`src/rtl/hqm_list_sel_mem_rf_pg_param.sv`:
```
// hqm_list_sel_mem_rf_pg_param: power-gated register-file with zeroing sweep on every power-up
module hqm_list_sel_mem_rf_pg_param #(
  parameter int DEPTH    = 64,
  parameter int WIDTH    = 8,
  parameter int RD_LAT   = 1,
  parameter int WAKE_CYC = 4,
  localparam int AW = (DEPTH > 2) ? $clog2(DEPTH) : 1
) (
  input  logic             clk,
  input  logic             rst,
  input  logic             we,
  input  logic [AW-1:0]    waddr,
  input  logic [WIDTH-1:0] wdata,
  input  logic             re,
  input  logic [AW-1:0]    raddr,
  output logic [WIDTH-1:0] rdata,
  output logic             rvalid,
  input  logic             pwr_dn_req,
  input  logic             pwr_up_req,
  output logic             pgcb_isol_en,
  output logic             pwr_enable_b_out,
  output logic [2:0]       pwr_state,
  output logic             busy,
  output logic             access_err
);
  typedef enum logic [2:0] {INIT = 3'd0, ON = 3'd1, ISOL = 3'd2, OFF = 3'd3, WAKE = 3'd4} state_t;
  localparam logic [AW-1:0] LAST = AW'(DEPTH - 1);
  localparam logic [7:0] WLAST = 8'(WAKE_CYC - 1);
  state_t           r_state, w_next;
  logic [AW-1:0]    r_cnt;
  logic [7:0]       r_wcnt;
  logic [WIDTH-1:0] r_mem [DEPTH];
  logic             r_aerr, r_rerr;
  logic             w_on, w_wr_in, w_rd_in, w_we_ok, w_re_ok, w_aerr;
  logic             w_e0, w_v1, w_e1;
  logic [WIDTH-1:0] w_d0, w_d1;
  assign w_on    = r_state == ON;
  assign w_wr_in = 32'(waddr) < DEPTH;
  assign w_rd_in = 32'(raddr) < DEPTH;
  assign w_we_ok = w_on & we & w_wr_in;
  assign w_re_ok = w_on & re;
  assign w_aerr  = ((we | re) & ~w_on) | (w_on & we & ~w_wr_in);
  assign w_e0    = ~w_rd_in;
  // write-first: a same-cycle accepted write to the read address bypasses the array
  assign w_d0 = !w_rd_in ? '0 : (w_we_ok && waddr == raddr) ? wdata : r_mem[raddr];
  always_comb begin
    w_next = r_state;
    case (r_state)
      INIT:    w_next = (r_cnt == LAST) ? ON : INIT;
      ON:      w_next = pwr_dn_req ? ISOL : ON;
      ISOL:    w_next = OFF;
      OFF:     w_next = pwr_up_req ? WAKE : OFF;
      WAKE:    w_next = (r_wcnt == WLAST) ? INIT : WAKE;
      default: w_next = INIT;
    endcase
  end
  always_ff @(posedge clk or posedge rst) begin
    if (rst) begin
      r_state <= INIT;
      r_cnt   <= '0;
      r_wcnt  <= '0;
    end else begin
      r_state <= w_next;
      r_cnt   <= (r_state == INIT && r_cnt != LAST) ? r_cnt + 1'b1 : '0;
      r_wcnt  <= (r_state == WAKE) ? r_wcnt + 1'b1 : '0;
    end
  end
  // storage is deliberately unreset; the INIT sweep is what zeroes it
  always_ff @(posedge clk) begin
    if (w_we_ok) r_mem[waddr] <= wdata;
    else if (r_state == INIT) r_mem[r_cnt] <= '0;
  end
  generate
    if (RD_LAT == 2) begin : g_lat2
      logic             r_pv, r_pe;
      logic [WIDTH-1:0] r_pd;
      always_ff @(posedge clk or posedge rst) begin
        if (rst) begin
          r_pv <= 1'b0;
          r_pe <= 1'b0;
          r_pd <= '0;
        end else begin
          r_pv <= w_re_ok;
          r_pe <= w_e0;
          r_pd <= w_d0;
        end
      end
      assign w_v1 = r_pv;
      assign w_e1 = r_pe;
      assign w_d1 = r_pd;
    end else begin : g_lat1
      assign w_v1 = w_re_ok;
      assign w_e1 = w_e0;
      assign w_d1 = w_d0;
    end
  endgenerate
  always_ff @(posedge clk or posedge rst) begin
    if (rst) begin
      rvalid <= 1'b0;
      rdata  <= '0;
      r_rerr <= 1'b0;
      r_aerr <= 1'b0;
    end else begin
      rvalid <= w_v1;
      if (w_v1) rdata <= w_d1;
      r_rerr <= w_v1 & w_e1;
      r_aerr <= w_aerr;
    end
  end
  assign access_err       = r_aerr | r_rerr;
  assign pgcb_isol_en     = r_state == ISOL || r_state == OFF || r_state == WAKE;
  assign pwr_enable_b_out = r_state == OFF;
  assign pwr_state        = r_state;
  assign busy             = ~w_on;
endmodule

```
`config.mk`:
```
export PLATFORM = sky130hd
export DESIGN_NAME = hqm_list_sel_mem_rf_pg_param
export DESIGN_NICKNAME = d
export VERILOG_FILES = /design/src/rtl/hqm_list_sel_mem_rf_pg_param.sv
export SDC_FILE = /design/constraint.sdc
export NUM_CORES = 1
export LEC_CHECK = 0
export ABC_AREA = 1
export BUFFER_PORTS_ARGS = -buffer_cell sky130_fd_sc_hd__buf_2
export CAP_MARGIN = 20
export CORE_AREA = 2 2 237 239
export CTS_BUF_LIST = sky130_fd_sc_hd__clkbuf_2
export CTS_CLUSTER_DIAMETER = 30
export DETAILED_ROUTE_END_ITERATION = 10
export DIE_AREA = 0 0 239 241
export PLACE_DENSITY_LB_ADDON = 0.05
export RECOVER_POWER = 25
export SETUP_SLACK_MARGIN = 0.05
export SLEW_MARGIN = 30
export SYNTH_ARGS = -nofsm -noshare
export SYNTH_HDL_FRONTEND = slang
export SYNTH_SLANG_ARGS = --single-unit
```
`constraint.sdc`:
```
create_clock -name clk -period 3.35 [get_ports clk]
set_input_delay 0.1675 -clock clk [delete_from_list [all_inputs] [get_ports clk]]
set_output_delay 0.1675 -clock clk [all_outputs]
set_load 0.05 [all_outputs]
```
## Yosys cells after proc, flatten, opt, wreduce, memory -nomap -nowiden

Memories as Yosys holds them, arrays and structs flattened. A register that Yosys moved wholly into a read port is not among the register bits.
Cells that the tools add are included.

| storage, ports and cells | value |
|---|---|
| flip-flop bits (word level) | 19 |
| memories | 1 |
| RAM bits | 512 |
| logic and storage cells | 40 |
| output and inout bits | 16 |
| input bits | 26 |

Memory list:

| memory | depth | bits a word | read ports | clocked after Yosys merged registers in | wr ports | RTL line | text |
|---|---|---|---|---|---|---|---|
| r_mem | 64 | 8 | 1 | 1 | 1 | 32 | `logic [WIDTH-1:0] r_mem [DEPTH];` |

| cells by class | value |
|---|---|
| eq/ne operators | 7 |
| reductions and logical operators | 5 |
| $add $sub $neg | 2 |
| muxes and demuxes | 15 |
| bitwise logic cells | 5 |

Operators by type and width:

| operator | count |
|---|---|
| $mux W8 | 2 |
| $pmux W3 S5 | 1 |
| $mux W6 | 2 |
| $add A8 B1 Y8 const B | 1 |
| $eq A8 B2 Y1 const B | 1 |
| $reduce_or A8 Y1 | 1 |
| $mux W1 | 7 |
| $add A6 B1 Y6 const B | 1 |
| $eq A3 B2 Y1 const B | 2 |
| $eq A6 B6 Y1 const B | 1 |
| $mux W3 | 2 |
| $ne A6 B6 Y1 const B | 1 |
| $and A1 B1 Y1 | 3 |
| $eq A3 B1 Y1 const B | 1 |
| $eq A3 B3 Y1 const B | 1 |
| $logic_not A3 Y1 | 1 |
| $logic_or A1 B1 Y1 | 2 |
| $mux W2 | 1 |
| $logic_and A1 B1 Y1 | 1 |
| $not A1 Y1 | 1 |
| $or A1 B1 Y1 | 1 |

## Logic depth before layout (Yosys ltp)

Gate-level depths: netlist of the first run.

| logic depth | value |
|---|---|
| depth in word-level cells | 6 |
| mapped depth | 14 |
| gate-level depth less buffers | 13 |

## Worst setup path after synthesis of the first run

Ideal clock, no wire load.

| timing path | value |
|---|---|
| path type | register to register |
| start point | register r_state[2], in the netlist pwr_state[2] |
| end point | memory r_mem[40][0] (enable) |
| path slack | 0.435 ns |
| required time | 2.955 ns |
| cell stages (with the launch flop) | 8 |
| arrival | 2.521 ns |
| period minus slack after synthesis | 2.915 ns |
| path buffers | 0 |
| cells stage by stage | dfrtp_1 -> inv_2 -> nand3_2 -> inv_2 -> nand2_1 -> nand2_2 -> nand3_1 -> nor4_1 |

| on the way | value |
|---|---|
| word-level cells in the longest chain between the ends | 6 |
| elaborated cells on any way between the ends | 11 |

Ends and longest elaborated chain:

| item | RTL line | text |
|---|---|---|
| start: declaration | 29 | `state_t r_state, w_next;` |
| start signal: assignment | 63 | `r_state <= w_next;` |
| $eq A3 B1 Y1 or $logic_not A3 Y1 (tied branches) | 37, 71 |  |
| $and A1 B1 Y1 or $mux W1 (tied branches) | - |  |
| $mux W1 | 70 | `if (w_we_ok) r_mem[waddr] <= wdata;` |
| $mux W1 (not written as such) | 71 | `else if (r_state == INIT) r_mem[r_cnt] <= '0;` |
| $reduce_or A8 Y1 (no line) | - |  |
| $mux W6 (no line) or $mux W1 (tied branches) | - |  |
| end: declaration | 32 |  |

Several ways; a longest one is shown, not always the timed one.

## Worst setup path after layout of the first run

| timing path | value |
|---|---|
| start point | register r_state[0], in the netlist pwr_state[0] |
| end point | memory r_mem[32][6] (enable) |

Same word-level chain as after synthesis.

==> flow_summary.json, run 1 <==
{
  "status": "finished, violations left",
  "violations": "capacitance limit, slew limit",
  "crit_path_start_kind": "flop",
  "syn_to_final_growth_pct": 16.1,
  "power.density_mw_per_mm2": 499,
  "holdCritStartpoint": "raddr[5]",
  "nets": 2282,
  "num_io_pins": 42,
  "max-slew-margin-rel": -0.0662,
  "busiest_layer": "met2",
  "synth-seq-area-share": 0.718,
  "tightestPinTransition_ns": 1.60,
  "grt_usage": 0.235,
  "crit_required_ns": 4.28,
  "critical-path-max-stage-delay_ns": 0.64,
  "multi_input_area_sq_mm": 0.00571,
  "path_class": "reg2reg",
  "yosys_warnings": 0,
  "drv_slew": 252,
  "clock_path_buffers": 3,
  "fin_crit_sh": 0.933,
  "dr_total_vias": 15943,
  "grt_pass1_vias": 16100,
  "min_path_cells": 7,
  "grt_use_met2": 0.375,
  "r2r_cells": 8,
  "cpMostUsedCell": "nand2_1",
  "regToRegSetupSlack_ns": 0.23,
  "place_congestion": 0.846,
  "syn_area_per_cell_sq_um": 11.1,
  "crit_path_end_kind": "flop",
  "rows": 86,
  "cts_tree": "done",
  "clk_pin_slew_ns": 0.10,
  "start_util": 0.407,
  "post-route-drc-count": 0,
  "yosysUniqueCellTypes": 29,
  "cp.depth": 8,
  "fin_setup_tns_ns": 0,
  "rr_endpoint": "r_mem[32][6]",
  "core_sq_mm": 0.0549,
  "drt-total-wl_mm": 66.1,
  "synth_fp_nets": 2037,
  "postRouteAntennaNets": 0,
  "rsz0062_at_grt": "true",
  "synth_flop_cell": "edfxtp_1",
  "clock.fmax_ghz": 0.320,
  "async_flop_share": 0.0501,
  "clk_latency_ns": 1.33,
  "mostFrequentLayoutCells": "717 x nand2_1, 512 x edfxtp_1, 463 x nand3_1",
  "wl_per_cell_microns": 21.6,
  "numCtsBuffers": 151,
  "crit_slowest_cell": "nor2_1",
  "grtUsageMet3": 0.0566,
  "fillers": 5194,
  "p_leak_nw": 9.93,
  "synth_cells": 2009,
  "syn_area_sq_mm": 0.0224,
  "finClkSkew_ns": 0.0728,
  "ys_seq_elements": 539,
  "period_needed_ns": 3.12,
  "setup_viol": 0,
  "grt_pass1_wl_mm": 98.9,
  "antenna_found_initial": 1,
  "die_x_microns": 239,
  "htree_levels": 4,
  "hpwlAfterDp_mm": 37.8,
  "drt-initial-drc-count": 1425,
  "reg2reg_from": "pwr_state[0]",
  "clock-sinks": 539,
  "regArea_sq_mm": 0.0161,
  "hold_end": "rdata[1]",
  "power_w": 0.0130,
  "synth_edf_count": 512,
  "worstPathArrival_ns": 4.05,
  "max_cap_violations": 5,
  "drive_above_1_share": 0.164,
  "irDropWorstVdd_uv": 257,
  "path_max_fanout": 11,
  "die_h_microns": 241,
  "root_buffer": "clkbuf_2",
  "first_pass_iters": 5,
  "vias_per_cell": 5.21,
  "portBuffers": 41,
  "cp_top_family": "simple AND/OR/NAND/NOR gates",
  "use_met1": 0.312,
  "crit_chain": "nor2_4 > nand2_2 > nand2_1 > nand2_1 > nor2_1 > dlygate4sd3_1 > nand2_1 > nor2_1",
  "holdCritPathClass": "in2reg",
  "layout_commonest_cell": "nand2_1",
  "dieArea_sq_mm": 0.0576,
  "overflow": 0,
  "post_cts_buffers": 0,
  "hold_viol_final": 0,
  "grt_max_degree": 136,
  "critPathBufInv": 1
}
[power breakdown]
group / total (W) / switching [W] / internal [W]
Combinational: 0.000801 / 0.000545 / 0.000256
Clock: 0.00490 / 0.00279 / 0.00211
Sequential: 0.00725 / 0.000000190 / 0.00725
Total: 0.0130 / 0.00334 / 0.00962
[metrics by stage]
stage | hold WS, ns | setup slack (ns) | cells | cell area [sq um] | util
floorplan | 0.220 | 0.435 | 2009 | 22400 | -
global placement | 0.412 | 0.684 | 2736 | 23900 | 0.436
detailed placement | 0.267 | 0.630 | 2736 | 23900 | 0.436
CTS | 0.0120 | 0.106 | 3061 | 26000 | 0.474
global route | 0.114 | 0.0236 | 3062 | 26000 | 0.473
finish | 0.231 | 0.225 | 3062 | 26000 | 0.473
[worst max path at each step]
stage	start	endpoint	slack [ns]
4_1_cts	r_mem[51][7]	rdata[7]	0.11
2_1_floorplan	pwr_state[2]	r_mem[40][0]	0.43
6_report	pwr_state[0]	r_mem[32][6]	0.23
5_1_grt	pwr_state[1]	r_mem[32][6]	0.02
3_3_place_gp	pwr_state[1]	r_mem[36][1]	0.68
3_5_place_dp	pwr_state[1]	r_mem[20][0]	0.63
[worst register-to-register path: stages, from the launching register on]
cell and delay [ns]:
dfrtp_1 0.46, nor2_4 0.21, nand2_2 0.20, nand2_1 0.14, nand2_1 0.16, nor2_1 0.18, dlygate4sd3_1 0.58, nand2_1 0.24
nor2_1 0.64
[routing by layer]
layer / vias up / wire length, microns
li1: 7584 / -
met1: 7803 / 29400
met2: 466 / 31600
met3: 90 / 3560
met4: 0 / 1470
met5: - / 0
[state kept, by name, indices dropped and copies added (netlist names)]
name	cells
pwr_state	3
r_wcnt	8
r_mem	512
rvalid	1
r_aerr	1
r_cnt	6
rdata	8
[cells by family after synthesis]
logic type / synth area share
flops: 0.718
compound gates: 0.00431
simple gates: 0.250
fa+ha+maj: 0.00112
buf+inv: 0.0272
[timing repair]
action,4_1_cts,5_1_grt
hold endpoints to repair,1064,0
setup endpoints to repair,0,26
gates resized for setup,0,8
hold buffers,69,0
[cell usage after synthesis, types with 2 or more instances]
library cell,number,area share
nand2_1,717,0.12
edfxtp_1,512,0.69
nand3_1,463,0.10
nor2_1,77,0.013
clkbuf_1,76,0.013
inv_1,36,0.0060
dfrtp_1,27,0.030
buf_1,25,0.0042
a21oi_1,11,0.0025
buf_2,11,0.0025
nor4_1,10,0.0028
nand4_1,8,0.0022
nand2_2,6,0.0017
nor3_1,6,0.0013
nor3b_1,4,0.0013
clkinv_1,3,0.00050
inv_2,3,0.00050
ha_1,2,0.0011
o21ai_0,2,0.00045
[layout make-up]
| type | instances | share of cell area |
|---|---|---|
| Clock inverter | 55 | 0.0151 |
| Clock buffer | 201 | 0.0387 |
| Multi-Input combinational cell | 1314 | 0.220 |
| Antenna cell | 1 | 0.0000964 |
| Inverter | 43 | 0.00689 |
| Tap cell | 704 | 0.0339 |
| Sequential cell | 539 | 0.618 |
| Timing Repair Buffer | 205 | 0.0671 |
No activity file was read; power rests on OpenSTA's default activity.
==> run 2, diff against run 1 <==
- BUFFER_PORTS_ARGS: -buffer_cell sky130_fd_sc_hd__buf_2 -> -buffer_cell sky130_fd_sc_hd__buf_4
- clock period: 3.35 -> 3.5 ns (I/O delays scaled with it)
==> run 2 against run 1 <==
Compared with the run above:
- the run still ends with capacitance limit, slew limit left
- die area stayed put
- first-iteration DRC count is 7.5% lower
- non-clock buffer count is 11 lower
- global-route usage is 0.29 points lower
- critical endpoint is now rdata[0]
- highest routed layer unchanged
==> flow_summary.json, run 2 (synthesis gave the netlist of run 1 again) <==
{
  "power_w": 0.0124,
  "postRouteAntennaNets": 0,
  "first_pass_iters": 6,
  "grt_pass1_vias": 16000,
  "max-slew-margin-rel": -0.281,
  "grt_usage": 0.232,
  "rsz0062_at_grt": "false",
  "regMostFlops": "r_mem",
  "largest_reg_flops": 512,
  "drt-initial-drc-count": 1318,
  "path_max_fanout": 56,
  "worstPathArrival_ns": 4.53,
  "nets": 2271,
  "p_leak_nw": 9.94,
  "dr_total_vias": 15825,
  "portBuffers": 41,
  "hold_end": "rdata[3]",
  "fillers": 5238,
  "layout_commonest_cell": "nand2_1",
  "hpwlAfterDp_mm": 37.4,
  "fin_crit_sh": 0.937,
  "status": "finished, violations left",
  "reg_top3": "r_mem (512), r_wcnt (8), rdata (8)",
  "drv_slew": 223,
  "core_sq_mm": 0.0549,
  "min_path_cells": 10,
  "rr_endpoint": "r_mem[42][4]",
  "cts_tree": "done",
  "vias_per_cell": 5.16,
  "dieArea_sq_mm": 0.0576,
  "clk_latency_ns": 1.36,
  "holdCritPathClass": "in2reg",
  "fin_util": 0.474,
  "r2r_cells": 9,
  "clock.fmax_ghz": 0.305,
  "grt_pass1_wl_mm": 97.6,
  "clock_path_buffers": 3,
  "finClkSkew_ns": 0.0748,
  "syn_to_final_growth_pct": 16.3,
  "regToRegSetupSlack_ns": 0.26,
  "path_class": "in2reg",
  "clk_pin_slew_ns": 0.11,
  "holdCritStartpoint": "raddr[2]",
  "setup_viol": 0,
  "irDropWorstVdd_uv": 271,
  "die_x_microns": 239,
  "overflow": 0,
  "numCtsBuffers": 151,
  "place_congestion": 0.840,
  "drt-total-wl_mm": 65.2,
  "root_buffer": "clkbuf_2",
  "drive_above_1_share": 0.167,
  "rows": 86,
  "crit_path_start_kind": "primary input",
  "crit_required_ns": 4.75,
  "period_needed_ns": 3.28,
  "reg2reg_from": "pwr_state[1]",
  "power.density_mw_per_mm2": 479,
  "start_util": 0.407,
  "mostFrequentLayoutCells": "717 x nand2_1, 512 x edfxtp_1, 464 x nand3_1",
  "clock-sinks": 539,
  "max_cap_violations": 4,
  "tightestPinTransition_ns": 1.92,
  "num_io_pins": 42,
  "post-route-drc-count": 0,
  "fin_setup_tns_ns": 0,
  "crit_path_end_kind": "flop",
  "htree_levels": 4,
  "die_h_microns": 241,
  "hold_viol_final": 0,
  "antenna_found_initial": 2,
  "wl_per_cell_microns": 21.3,
  "violations": "capacitance limit, slew limit",
  "grt_max_degree": 170
}
==> run 2: changes by cell type in the layout (fill, tap and decap cells not counted), sizes merged <==
cell / previous run / this run
buf: 131 / 126
inv: 40 / 43
clkinvlp: 1 / 4
clkinv: 51 / 39
dlygate4sd3: 67 / 63
diode: 1 / 6
clkbuf: 208 / 221
bufinv: 6 / 5
==> run 2: layout make-up <==
cell class / instances / area (sq um) / share of cell area
repair buffers: 194 / 1750 / 0.0672
inverters: 43 / 171 / 0.00659
diodes: 6 / 15.0 / 0.000578
clock buffers: 216 / 1080 / 0.0416
multi-input cells: 1314 / 5700 / 0.219
clock inverters: 48 / 349 / 0.0134
flip-flops and latches: 539 / 16100 / 0.617
well taps: 704 / 881 / 0.0339
==> run 2: worst max path at each step <==
stage               slack (ns)         start            to
floorplan                 0.58  pwr_state[2]  r_mem[40][0]
global placement          0.64  pwr_state[0]  r_mem[26][3]
detailed placement        0.49  pwr_state[1]  r_mem[26][3]
CTS                       0.27  r_mem[30][0]      rdata[0]
global route              0.07  pwr_state[0]  r_mem[42][4]
finish                    0.22      raddr[1]      rdata[0]
==> run 2: stage by stage <==
step,instances,setup WS (ns),hold WS (ns),instance area (sq um)
3_5_place_dp,2730,0.494,0.279,24000
6_report,3064,0.220,0.144,26000
3_3_place_gp,2730,0.640,0.404,24000
5_1_grt,3062,0.0712,0.134,26000
2_1_floorplan,2009,0.585,0.228,22400
4_1_cts,3058,0.266,0.0243,26000
==> run 2: power breakdown <==
part	internal, W	switching [W]	total (W)
clock network	0.00205	0.00270	0.00475
logic	0.000240	0.000511	0.000751
registers	0.00694	0.000000211	0.00694
==> run 2: repair_timing <==
action	CTS	global route
hold endpoints to repair	1064	0
endpoints found under the setup margin	0	14
buffers inserted	0	0
gates resized for setup	0	3
hold buffers	64	0
==> run 2: critical path: stages <==
cell and delay (ns):
dlygate4sd3_1 0.53, buf_4 0.36, buf_4 0.68, nand3_1 0.14, nand3_1 0.14, nand2_1 0.08, nand2_1 0.10, nand3_1 0.14
dlygate4sd3_1 0.64, nand3_1 0.11, dlygate4sd3_1 0.56, nand3_1 0.11, dlygate4sd3_1 0.61, nand2_1 0.07, nand2_1 0.05
==> run 2: metal layers <==
layer / share of wire / up-vias / global-route usage
met5: 0 / - / 0
met4: 0.027 / 0 / 0.0968
met3: 0.058 / 108 / 0.0474
met2: 0.47 / 488 / 0.366
met1: 0.45 / 7669 / 0.314
li1: - / 7560 / -
